==> config.mk <==
export PLATFORM = sky130hd
export DESIGN_NAME = instr_encoder
export DESIGN_NICKNAME = d
export VERILOG_FILES = /design/src/rtl/enc_pkg.sv /design/src/rtl/enc_fifo.sv /design/src/rtl/instr_encoder.sv
export SDC_FILE = /design/constraint.sdc
export NUM_CORES = 1
export LEC_CHECK = 0
export ABC_AREA = 1
export CAP_MARGIN = 30
export CORE_MARGIN = 2
export CORE_UTILIZATION = 64
export CTS_CLUSTER_DIAMETER = 200
export CTS_CLUSTER_SIZE = 8
export DETAILED_ROUTE_END_ITERATION = 6
export DONT_BUFFER_PORTS = 1
export GPL_TIMING_DRIVEN = 0
export HOLD_SLACK_MARGIN = 0.15
export MAX_ROUTING_LAYER = met4
export PLACE_DENSITY = 0.78
export SKIP_CTS_REPAIR_TIMING = 1
export SLEW_MARGIN = 0
export SYNTH_ARGS = -nofsm -noshare
export SYNTH_HDL_FRONTEND = slang
export SYNTH_HIERARCHICAL = 1
export SYNTH_SLANG_ARGS = --single-unit
==> constraint.sdc <==
create_clock -name clk -period 3.6 [get_ports clk]
set_input_delay 0.18 -clock clk [delete_from_list [all_inputs] [get_ports clk]]
set_output_delay 0.18 -clock clk [all_outputs]
set_load 0.01 [all_outputs]
==> src/rtl/enc_pkg.sv <==
// Shared RV32I encoding definitions: format classes, opcodes and the word encoder.
// Also holds the range rule used when ENC_RANGE_CHECK_EN is defined.
package enc_pkg;

    typedef enum logic [2:0] {
        CLS_R       = 3'd0,
        CLS_I       = 3'd1,
        CLS_LOAD    = 3'd2,
        CLS_STORE   = 3'd3,
        CLS_BRANCH  = 3'd4,
        CLS_LUI     = 3'd5,
        CLS_AUIPC   = 3'd6,
        CLS_ILLEGAL = 3'd7
    } instrClass_e;

    localparam logic [6:0] OPC_OP     = 7'b0110011;
    localparam logic [6:0] OPC_OP_IMM = 7'b0010011;
    localparam logic [6:0] OPC_LOAD   = 7'b0000011;
    localparam logic [6:0] OPC_STORE  = 7'b0100011;
    localparam logic [6:0] OPC_BRANCH = 7'b1100011;
    localparam logic [6:0] OPC_LUI    = 7'b0110111;
    localparam logic [6:0] OPC_AUIPC  = 7'b0010111;

    typedef struct packed {
        logic [4:0]  rd;
        logic [4:0]  rs1;
        logic [4:0]  rs2;
        logic [2:0]  funct3;
        logic [6:0]  funct7;
        logic [31:0] imm;
    } encFields_t;

    function automatic logic [31:0] encode(input instrClass_e cls, input encFields_t f);
        logic [31:0] word;
        word = '0;
        case (cls)
            CLS_R:      word = {f.funct7, f.rs2, f.rs1, f.funct3, f.rd, OPC_OP};
            CLS_I:      word = {f.imm[11:0], f.rs1, f.funct3, f.rd, OPC_OP_IMM};
            CLS_LOAD:   word = {f.imm[11:0], f.rs1, f.funct3, f.rd, OPC_LOAD};
            CLS_STORE:  word = {f.imm[11:5], f.rs2, f.rs1, f.funct3, f.imm[4:0], OPC_STORE};
            CLS_BRANCH: word = {f.imm[12], f.imm[10:5], f.rs2, f.rs1, f.funct3,
                                f.imm[4:1], f.imm[11], OPC_BRANCH};
            CLS_LUI:    word = {f.imm[31:12], f.rd, OPC_LUI};
            CLS_AUIPC:  word = {f.imm[31:12], f.rd, OPC_AUIPC};
            default:    word = '0;
        endcase
        return word;
    endfunction

    // True when the immediate fits the class's field without truncation.
    function automatic logic inRange(input instrClass_e cls, input logic [31:0] imm);
        case (cls)
            CLS_I, CLS_LOAD, CLS_STORE: return imm == {{20{imm[11]}}, imm[11:0]};
            CLS_BRANCH:                 return (imm == {{19{imm[12]}}, imm[12:0]}) && !imm[0];
            default:                    return 1'b1;
        endcase
    endfunction

endpackage

==> src/rtl/enc_fifo.sv <==
// Synchronous FIFO buffering encoded words; flush has priority over push and pop.
// Pointers carry one extra wrap bit so full and empty need no separate counter.
module enc_fifo #(
    parameter int DEPTH = 4,
    parameter int WIDTH = 32
) (
    input  logic             clk,
    input  logic             rst_n,
    input  logic             flush,
    input  logic             push,
    input  logic             pop,
    input  logic [WIDTH-1:0] wrData,
    output logic [WIDTH-1:0] rdData,
    output logic             full,
    output logic             empty
);
    localparam int PTR_W = $clog2(DEPTH);
    localparam logic [PTR_W:0] PTR_ONE = (PTR_W + 1)'(1);

    logic [PTR_W:0]   wrPtr;
    logic [PTR_W:0]   rdPtr;
    logic [WIDTH-1:0] mem [DEPTH];
    logic             doPush;
    logic             doPop;

    assign empty  = (wrPtr == rdPtr);
    assign full   = (wrPtr[PTR_W] != rdPtr[PTR_W]) && (wrPtr[PTR_W-1:0] == rdPtr[PTR_W-1:0]);
    assign doPush = push && !full && !flush;
    assign doPop  = pop && !empty && !flush;
    assign rdData = mem[rdPtr[PTR_W-1:0]];

    always_ff @(posedge clk or negedge rst_n) begin
        if (!rst_n) begin
            wrPtr <= '0;
            rdPtr <= '0;
        end else if (flush) begin
            wrPtr <= '0;
            rdPtr <= '0;
        end else begin
            if (doPush) wrPtr <= wrPtr + PTR_ONE;
            if (doPop)  rdPtr <= rdPtr + PTR_ONE;
        end
    end

    // NOTE: storage is deliberately not reset; the pointers alone define which entries are valid.
    always_ff @(posedge clk) begin
        if (doPush) mem[wrPtr[PTR_W-1:0]] <= wrData;
    end

endmodule

==> src/rtl/instr_encoder.sv <==
// RV32I instruction encoder with buffered valid/ready output and byte-address tagging.
// Optional immediate range checking is enabled by defining ENC_RANGE_CHECK_EN.
module instr_encoder
    import enc_pkg::*;
#(
    parameter int FIFO_DEPTH = 4,
    parameter int ADDR_W     = 10,
    parameter int BASE_ADDR  = 0
) (
    input  logic              clk,
    input  logic              rst_n,
    input  logic              flush,
    input  logic              in_valid,
    output logic              in_ready,
    input  logic [2:0]        in_class,
    input  logic [4:0]        in_rd,
    input  logic [4:0]        in_rs1,
    input  logic [4:0]        in_rs2,
    input  logic [2:0]        in_funct3,
    input  logic [6:0]        in_funct7,
    input  logic [31:0]       in_imm,
    output logic              out_valid,
    input  logic              out_ready,
    output logic [31:0]       out_instr,
    output logic [ADDR_W-1:0] out_addr,
    output logic              err_illegal,
    output logic              err_range
);
    localparam logic [ADDR_W-1:0] ADDR_RESET = ADDR_W'(BASE_ADDR);
    localparam logic [ADDR_W-1:0] ADDR_STEP  = ADDR_W'(4);

    instrClass_e reqClass;
    encFields_t  reqFields;
    logic [31:0] reqWord;
    logic [31:0] headWord;
    logic        accept;
    logic        isIllegal;
    logic        rangeBad;
    logic        doPush;
    logic        doPop;
    logic        fifoFull;
    logic        fifoEmpty;

    assign reqClass  = instrClass_e'(in_class);
    assign reqFields = '{rd: in_rd, rs1: in_rs1, rs2: in_rs2, funct3: in_funct3,
                         funct7: in_funct7, imm: in_imm};
    assign reqWord   = encode(reqClass, reqFields);

    assign in_ready  = !fifoFull;
    assign accept    = in_valid && in_ready;
    assign isIllegal = (reqClass == CLS_ILLEGAL);
    assign doPush    = accept && !isIllegal && !rangeBad && !flush;

    assign out_valid = !fifoEmpty;
    assign doPop     = out_valid && out_ready;
    // Gate the raw storage so the output reads zero whenever nothing is buffered.
    assign out_instr = fifoEmpty ? '0 : headWord;

    enc_fifo #(
        .DEPTH (FIFO_DEPTH),
        .WIDTH (32)
    ) u_fifo (
        .clk    (clk),
        .rst_n  (rst_n),
        .flush  (flush),
        .push   (doPush),
        .pop    (doPop),
        .wrData (reqWord),
        .rdData (headWord),
        .full   (fifoFull),
        .empty  (fifoEmpty)
    );

    always_ff @(posedge clk or negedge rst_n) begin
        if (!rst_n) begin
            out_addr <= ADDR_RESET;
        end else if (flush) begin
            out_addr <= ADDR_RESET;
        end else if (doPop) begin
            out_addr <= out_addr + ADDR_STEP;
        end
    end

    always_ff @(posedge clk or negedge rst_n) begin
        if (!rst_n) err_illegal <= 1'b0;
        else        err_illegal <= accept && isIllegal && !flush;
    end

`ifdef ENC_RANGE_CHECK_EN
    assign rangeBad = !isIllegal && !inRange(reqClass, in_imm);

    always_ff @(posedge clk or negedge rst_n) begin
        if (!rst_n) err_range <= 1'b0;
        else        err_range <= accept && rangeBad && !flush;
    end
`else
    assign rangeBad  = 1'b0;
    assign err_range = 1'b0;
`endif

endmodule

Yosys cells after proc, flatten, opt, wreduce, memory -nomap -nowiden
Memories as Yosys holds them, arrays and structs flattened.
Cells that the tools add are included.
{"block": "word_totals", "ramBits": 128, "n_memories": 1, "regBits": 17, "wordCells": 47}
{"block": "classes", "reduce_logical": 19, "addsub": 3, "muxes": 10, "n_eq_ne": 10}
{"memory": "u_fifo.mem", "depth": 4, "word_bits": 32, "rd": 1, "rd_clocked_by_memory_dff": 0, "wr": 1, "line": "enc_fifo.sv:22", "text": "logic [WIDTH-1:0] mem [DEPTH];"}
{"operator": "one-hot mux 32 bit (7 select lines)", "n": 1}
{"operator": "2-to-1 mux 32 bit", "n": 1}
{"operator": "2-to-1 mux 10 bit", "n": 2}
{"operator": "== test 3 bit (second input constant)", "n": 4}
{"operator": "2-to-1 mux 3 bit", "n": 4}
{"operator": "logical AND 1 bit", "n": 11}
{"operator": "adder 10 x 3 -> 10 bit (second input constant)", "n": 1}
{"operator": "adder 3 x 1 -> 3 bit (second input constant)", "n": 2}
{"operator": "== test 3 x 2 -> 1 bit (second input constant)", "n": 2}
{"operator": "nonzero test 2 bit", "n": 3}
{"operator": "zero test 1 bit", "n": 4}
{"operator": "== test 3 x 1 -> 1 bit (second input constant)", "n": 1}
{"operator": "== test 3 bit", "n": 1}
{"operator": "zero test 3 bit", "n": 1}
{"operator": "== test 2 bit", "n": 1}
{"operator": "2-to-1 mux 1 bit", "n": 2}
{"operator": "!= test 1 bit", "n": 1}

Longest topological paths before layout
Gate-level depths: netlist of the first run.
{"block": "logic_depth", "word_depth": 10, "ltp_mapped": 13, "ltp_nobuf": 12}

Cells and area by module
The synthesis of the first run kept the hierarchy.
{"module": "enc_fifo", "cells_each": 372, "n_inst": 1, "area_each_um2": 5200.0}
{"module": "instr_encoder", "cells_each": 299, "n_inst": 1, "area_each_um2": 1436.4}

Worst setup path before layout of the first run
OpenSTA, ideal clock, no wires.
{"block": "synth_timing", "kind": "register to register", "startpoint": "register u_fifo.rdPtr[0]", "endpoint": "memory u_fifo.mem[0][0] (enable)", "stages_incl_launch_ff": 10, "t_arrival_ps": 2804, "required_ps": 3179, "slack_ps": 374, "setup_ps": 421, "path_cell_list": "dfrtp_1 buf_6 xnor2_4 nand3_4 inv_1 inv_1 nand3_1 nor2_1 nand3_2 nor2_1"}
{"block": "synth_between", "elab_chain_cells": 10}
{"item": "from (decl)", "line": "enc_fifo.sv:21", "text": "logic [PTR_W:0] rdPtr;"}
{"item": "from (signal assigned)", "line": "enc_fifo.sv:41", "text": "if (doPop) rdPtr <= rdPtr + PTR_ONE;"}
{"item": "== test 2 bit", "line": "enc_fifo.sv:27", "text": "assign full = (wrPtr[PTR_W] != rdPtr[PTR_W]) && (wrPtr[PTR_W-1:0] == rdPtr[PTR_W-1:0]);"}
{"item": "logical AND 1 bit", "line": "enc_fifo.sv:27"}
{"item": "net fifoFull", "line": "instr_encoder.sv:41", "text": "logic fifoFull;"}
{"item": "zero test 1 bit", "line": "instr_encoder.sv:49", "text": "assign in_ready = !fifoFull;"}
{"item": "net in_ready", "line": "instr_encoder.sv:14", "text": "output logic in_ready,"}
{"item": "logical AND 1 bit", "line": "instr_encoder.sv:50", "text": "assign accept = in_valid && in_ready;"}
{"item": "logical AND 1 bit (2 in series)", "line": "instr_encoder.sv:52", "text": "assign doPush = accept && !isIllegal && !rangeBad && !flush;"}
{"item": "net doPush", "line": "instr_encoder.sv:39", "text": "logic doPush;"}
{"item": "logical AND 1 bit (2 in series)", "line": "enc_fifo.sv:28", "text": "assign doPush = push && !full && !flush;"}
{"item": "2-to-1 mux 1 bit", "line": "enc_fifo.sv:47", "text": "if (doPush) mem[wrPtr[PTR_W-1:0]] <= wrData;"}
{"item": "2-to-1 mux 1 bit (not written as such)", "line": "enc_fifo.sv:47"}
{"item": "to (decl)", "line": "enc_fifo.sv:22"}
The timed path passes the listed nets, and every way through them passes these cells.

Final worst setup path of the first run
{"block": "layout_timing", "startpoint": "register u_fifo.rdPtr[1]", "endpoint": "memory u_fifo.mem[2][23] (enable)"}
Same word-level chain as after synthesis.

==> impl_metrics.py, run 1 <==
metrics = {
    "detailed_routing": {
        "wirelength_microns": 17800,
        "via_count": 5416,
        "dr.pass1.iters": 6,
        "first_iter_violations": 751,
        "drc": 0,
        "viasPerCell": 5.94,
        "ant_nets": 0,
        "post_drt_wl_per_cell_microns": 19.5,
    },
    "clock_tree": {
        "root_buffer": "clkbuf_8",
        "h-tree-depth": 4,
        "numCtsBuffers": 17,
        "cts_buffer_depth": 2,
        "clock_sinks": 143,
        "clock_latency_ns": 0.53,
        "cts_tree": "built",
        "cts.clk_slew.worst_paths_ns": 0.07,
    },
    "global_route": {
        "antenna_found_initial": 0,
        "track_usage_pct": 30.5,
        "grt_pass1_wl_microns": 24900,
        "grt_pass1_vias": 5001,
        "grt-ovfl-total": 0,
        "grt_max_degree": 29,
    },
    "placement": {
        "postPlaceCellArea_sq_um": 6940,
        "dp_hpwl_microns": 10800,
        "numPortBuffers": 0,
        "gp_congestion": 0.864,
    },
    "floorplanning": {
        "coreArea_sq_um": 10200,
        "io_pins": 111,
        "die_w_microns": 106,
        "start_util_pct": 65.2,
        "rows": 37,
        "die_h_microns": 106,
        "dieArea_sq_um": 11200,
    },
    "logic_synthesis": {
        "synth.cell_area_sq_um": 6640,
        "synth-seq-cells": 143,
        "yosys_most_used_dff": "edfxtp_1",
        "synth_area_leader_cell": "edfxtp_1",
        "synthSimpleGateAreaFrac_pct": 18.1,
        "ys_types": 27,
        "syn_avg_cell_area_sq_um": 9.89,
        "yosys-top-cells-area": "edfxtp_1 (58%), nor2_1 (7.9%), nand2_1 (5.7%)",
        "ys_seq_area_share_pct": 63.6,
        "synthTopCellsByCount": "nor2_1 (140), edfxtp_1 (128), nand2_1 (101)",
        "synthXorXnorAreaFrac_pct": 0.679,
        "synth_mux_area_share_pct": 0,
        "synth.most_common_cell": "nor2_1",
        "synth_top_family_by_area": "simple AND/OR/NAND/NOR gates",
        "synth_top_area_share_pct": 57.9,
        "synth-edff-count": 128,
        "ys_warn_count": 6,
        "synth_compound_area_share_pct": 9.50,
        "synthAdderAreaFrac_pct": 1.13,
        "syn-instance-count": 671,
        "synthArstFlopShare_pct": 10.5,
    },
    "timing": {
        "hold_slack_ns": 0.126,
        "max_freq_ghz": 0.343,
        "period_minus_slack_ns": 2.91,
        "fin_crit_sh_pct": 81.0,
        "slew_headroom_pct": 54.9,
        "setup_viol": 0,
        "final_max_slew_viol_count": 0,
        "tightestPinTransition_ns": 0.674,
        "grt_setup_unrepaired": "no",
        "fin_worst_skew_ns": 0.0184,
        "finalHoldViolCount": 0,
    },
    "finish": {
        "final_area_sq_um": 8180,
        "layout.nets": 834,
        "fill_cells": 581,
        "antenna_cells": 0,
        "area_growth_pct": 23.3,
        "drive_gt1_share_pct": 9.54,
    },
    "pwr": {
        "leakagePower_nw": 3.34,
        "p_seq_share_pct": 46.2,
        "ir_worst_vdd_mv": 0.291,
        "p_per_area_nw_per_um2": 492,
        "p_clk_share_pct": 45.2,
        "intPower_w": 0.00306,
        "pwr-share-comb_pct": 8.6,
        "p_switching_w": 0.000962,
        "swShare_pct": 23.9,
    },
    "setup_path": {
        "crit_path_end_kind": "flop",
        "path_class": "reg -> reg",
        "worstPathMaxFanout": 21,
        "r2r-end": "u_fifo/mem[2][23]$_DFFE_PP_",
        "r2r_setup_slack_ns": 0.69,
        "required_ns": 3.84,
        "start_kind": "flop",
        "r2r_start": "u_fifo/rdPtr[1]$_DFFE_PN0P_",
        "rr_worst_depth": 11,
        "cp.arrival_ns": 3.15,
    },
    "run": {
        "maxCapViolations": 0,
    },
    "run_status": {
        "status": "finished clean",
    },
    "min_path": {
        "worst_hold_path_type": "in -> async",
    },
}
worst max-delay path by stage:
stage / end / cells after the start / slack, ns / from
floorplan: u_fifo/mem[0][0]$_DFFE_PP_ / 9 / 0.37 / u_fifo/rdPtr[0]$_DFFE_PN0P_
global placement: u_fifo/mem[0][27]$_DFFE_PP_ / 10 / -0.93 / u_fifo/rdPtr[1]$_DFFE_PN0P_
detailed placement: u_fifo/mem[2][27]$_DFFE_PP_ / 11 / 0.77 / u_fifo/rdPtr[1]$_DFFE_PN0P_
CTS: u_fifo/mem[2][22]$_DFFE_PP_ / 11 / 0.75 / u_fifo/rdPtr[1]$_DFFE_PN0P_
global route: u_fifo/mem[2][22]$_DFFE_PP_ / 11 / 0.52 / u_fifo/rdPtr[1]$_DFFE_PN0P_
finish: u_fifo/mem[2][23]$_DFFE_PP_ / 11 / 0.69 / u_fifo/rdPtr[1]$_DFFE_PN0P_
cells in the final DEF (no fill, tap or decap), types with 5 or more instances in the layout:
cell type	instances
nor2_1	136
inv_1	75
clkbuf_16	16
nand2_2	5
dlygate4sd3_1	63
inv_6	6
nand4_1	13
nand2_1	101
buf_2	10
o22ai_1	32
conb_1	7
buf_4	6
dfrtp_1	15
ha_1	6
a21oi_1	6
nand3_1	22
edfxtp_1	128
o21ai_0	74
o21ai_1	6
clkbuf_1	15
nor2_4	5
area by class of cell:
cell class | count | area, sq um | area share [%]
timing repair buffer | 67 | 711 | 8.69
clock inverter | 15 | 198 | 2.42
sequential | 143 | 4220 | 51.6
tap | 136 | 170 | 2.08
multi-input combinational | 423 | 2010 | 24.6
clock buffer | 17 | 414 | 5.06
inverter | 79 | 297 | 3.62
buffer | 32 | 163 | 1.99
registers in the layout, indices dropped and copies added, names as in the netlist:
| register | flops |
|---|---|
| u_fifo/wrPtr | 3 |
| out_addr | 8 |
| u_fifo/mem | 128 |
| err_illegal | 1 |
| u_fifo/rdPtr | 3 |
power by group through the flow:
stage	registers, W	logic, W	clock network [W]
finish	0.00186	0.000347	0.00182
global route	0.00186	0.000375	0.00189
CTS	0.00186	0.000255	0.00180
detailed placement	0.00189	0.000254	0
global placement	0.00189	0.000238	0
floorplan	0.00189	0.000182	0
logic make-up (layout without fill, tap and decap cells):
logic type	Yosys count	in the layout
buffers and inverters	111	210
xor gates and xnor gates	3	3
and+or+nand+nor	289	289
other	1	7
AOI/OAI and AO/OA	118	118
adders and majority gates	6	6
DFF	143	143
worst max-delay path: stages, from the launching register on:
cell	delay [ns]
dfrtp_1	0.53
inv_2	0.13
nand2_1	0.08
nand2_1	0.10
nand3_4	0.14
inv_1	0.05
inv_1	0.12
nand3_1	0.13
nor2_1	0.33
nand3_2	0.27
nor2_4	0.45
buf_12	0.25
per-layer routing:
layer | GRT usage, % | wire length (microns) | vias to the layer above
met2 | 49.0 | 8810 | 373
li1 | - | - | 2436
met4 | 11.7 | 443 | 0
met1 | 38.0 | 6790 | 2562
met3 | 7.17 | 1760 | 45
met5 | - | 0 | -
through the flow:
step	utilization [%]	setup slack, ns	TNS [ns]	total power [W]	std cells
floorplan	-	0.374	0	0.00207	677
global placement	67.1	-0.930	-114.89	0.00213	813
detailed placement	68.1	0.774	0	0.00215	817
CTS	74.1	0.752	0	0.00392	849
global route	80.3	0.523	0	0.00412	912
finish	80.3	0.685	0	0.00402	912
Note: power is estimated with default switching activity, not from simulation.
==> inputs of run 2 (changes only) <==
==> constraint.sdc (replaced) <==
create_clock -name clk -period 2.7 [get_ports clk]
set_input_delay 0.135 -clock clk [delete_from_list [all_inputs] [get_ports clk]]
set_output_delay 0.135 -clock clk [all_outputs]
set_load 0.01 [all_outputs]
==> impl_metrics.py, run 2 (synthesis gave the netlist of run 1 again) <==
metrics = {
    "detailed_routing": {
        "routed.top_layer": "met4",
        "wl_met2_microns": 9160,
        "wl_met1_microns": 6810,
        "drc": 4,
        "via_count": 5549,
        "wl_met3_microns": 1890,
        "first_iter_violations": 699,
        "viasPerCell": 6.02,
        "post_drt_wl_per_cell_microns": 20.0,
        "dr.pass1.iters": 7,
        "ant_nets": 0,
        "wirelength_microns": 18400,
    },
    "timing": {
        "worst_slack_ns": 0.105,
        "max_freq_ghz": 0.385,
        "tightestPinTransition_ns": 0.683,
        "final_max_slew_viol_count": 0,
        "period_minus_slack_ns": 2.60,
        "finalHoldViolCount": 0,
        "fin_worst_skew_ns": 0.00833,
        "fin_crit_sh_pct": 96.1,
        "setup_viol": 0,
        "hold_slack_ns": 0.177,
        "slew_headroom_pct": 54.3,
    },
    "clock_tree": {
        "h-tree-depth": 4,
        "cts_tree": "built",
        "clock_latency_ns": 0.53,
        "numCtsBuffers": 17,
        "cts.clk_slew.worst_paths_ns": 0.06,
        "root_buffer": "clkbuf_8",
        "clock_sinks": 143,
        "cts_buffer_depth": 2,
    },
    "floorplanning": {
        "rows": 37,
        "die_w_microns": 106,
        "io_pins": 111,
        "die_h_microns": 106,
        "start_util_pct": 65.2,
        "dieArea_sq_um": 11200,
        "coreArea_sq_um": 10200,
    },
    "min_path": {
        "min_from": "in_class[0]",
        "hold_end": "u_fifo/mem[2][6]$_DFFE_PP_",
        "hold_path_depth": 3,
        "worst_hold_path_type": "in -> reg",
    },
    "placement": {
        "gp_congestion": 0.864,
        "numPortBuffers": 0,
        "dp_hpwl_microns": 10800,
        "dp_slack_ns": -0.126,
        "postPlaceCellArea_sq_um": 6940,
    },
    "finish": {
        "layout.nets": 844,
        "layout_commonest_cell": "nor2_1",
        "antenna_cells": 0,
        "area_growth_pct": 24.7,
        "drive_gt1_share_pct": 10.8,
        "largest_reg_flops": 128,
        "utilization_pct": 81.2,
        "most-common-layout-cells": "nor2_1 (135), edfxtp_1 (128), nand2_1 (101)",
        "final_area_sq_um": 8270,
    },
    "pwr": {
        "power.total_w": 0.00538,
        "leakagePower_nw": 3.38,
        "ir_worst_vdd_mv": 0.385,
        "p_per_area_nw_per_um2": 650,
    },
    "setup_path": {
        "cpMaxStageDelayCell": "dfrtp_2",
        "r2r_setup_slack_ns": 0.10,
        "crit_chain": "inv_2, nand2_1, nand2_1, nand3_4, inv_1, inv_1, nand3_1, nor2_2, nand3_2, nor2_4, buf_12",
        "cp.arrival_ns": 2.81,
        "start_kind": "flop",
        "r2r-end": "u_fifo/mem[0][13]$_DFFE_PP_",
        "worstPathMaxFanout": 28,
        "path_class": "reg -> reg",
        "r2r_start": "u_fifo/rdPtr[1]$_DFFE_PN0P_",
        "crit_path_end_kind": "flop",
        "critPathMaxStageDelay_ns": 0.47,
        "required_ns": 2.92,
        "rr_worst_depth": 11,
    },
    "global_route": {
        "track_usage_pct": 30.5,
        "grt-ovfl-total": 0,
        "grt_max_degree": 29,
        "grt_pass1_vias": 5001,
        "antenna_found_initial": 0,
        "grt_pass1_wl_microns": 24900,
    },
    "run_status": {
        "violations": "design-rule violations",
        "status": "finished, violations left",
    },
    "run": {
        "maxCapViolations": 0,
    },
}
-- run 2: changes by cell type in the layout (fill, tap and decap cells not counted) --
cell / previous run / this run
buf_4: 6 / 12
clkbuf_1: 15 / 12
clkbuf_2: 0 / 3
dfrtp_1: 15 / 14
dfrtp_2: 0 / 1
dlygate4sd3_1: 63 / 67
nor2_1: 136 / 135
nor2_2: 2 / 3
-- run 2: final cells by class --
type                       count  area [sq um]
sequential                   143          4220
multi-input combinational    423          2010
fill                         573          1910
timing repair buffer          77           796
clock buffer                  17           414
inverter                      79           297
clock inverter                15           198
tap                          136           170
buffer                        32           166
-- run 2: stage by stage --
step	std cells	TNS [ns]
3_3_place_gp	813	-230.09
5_1_grt	922	-0.174
2_1_floorplan	677	-67.27
4_1_cts	849	-7.16
6_report	922	0
3_5_place_dp	817	-4.14
-- run 2: critical path: cells and delay by family, from the launching register on --
kind                   cells  cell delay [ns]
AND/OR/NAND/NOR            7             1.26
buffers and inverters      4             0.52
flip-flops                 1             0.47
-- run 2: worst max-delay path by stage --
stage | depth (start not counted) | from | slack [ns] | endpoint
global placement | 10 | u_fifo/rdPtr[1]$_DFFE_PN0P_ | -1.83 | u_fifo/mem[0][27]$_DFFE_PP_
finish | 11 | u_fifo/rdPtr[1]$_DFFE_PN0P_ | 0.10 | u_fifo/mem[0][13]$_DFFE_PP_
detailed placement | 11 | u_fifo/rdPtr[1]$_DFFE_PN0P_ | -0.13 | u_fifo/mem[2][27]$_DFFE_PP_
global route | 11 | u_fifo/rdPtr[1]$_DFFE_PN0P_ | -0.01 | u_fifo/mem[0][18]$_DFFE_PP_
CTS | 11 | u_fifo/rdPtr[1]$_DFFE_PN0P_ | -0.15 | u_fifo/mem[2][22]$_DFFE_PP_
floorplan | 9 | u_fifo/rdPtr[0]$_DFFE_PN0P_ | -0.53 | u_fifo/mem[0][0]$_DFFE_PP_
-- run 2: report_power, final --
group / internal, W / switching, W / total [W]
logic: 0.000182 / 0.000294 / 0.000476
clock network: 0.00144 / 0.000980 / 0.00242
registers: 0.00247 / 0.0000143 / 0.00248
-- run 2: layer usage --
layer  GRT usage (%)  vias up
met5               -        -
met3            7.17       54
li1                -     2466
met2            49.0      394
met4            11.7        0
met1            38.0     2635
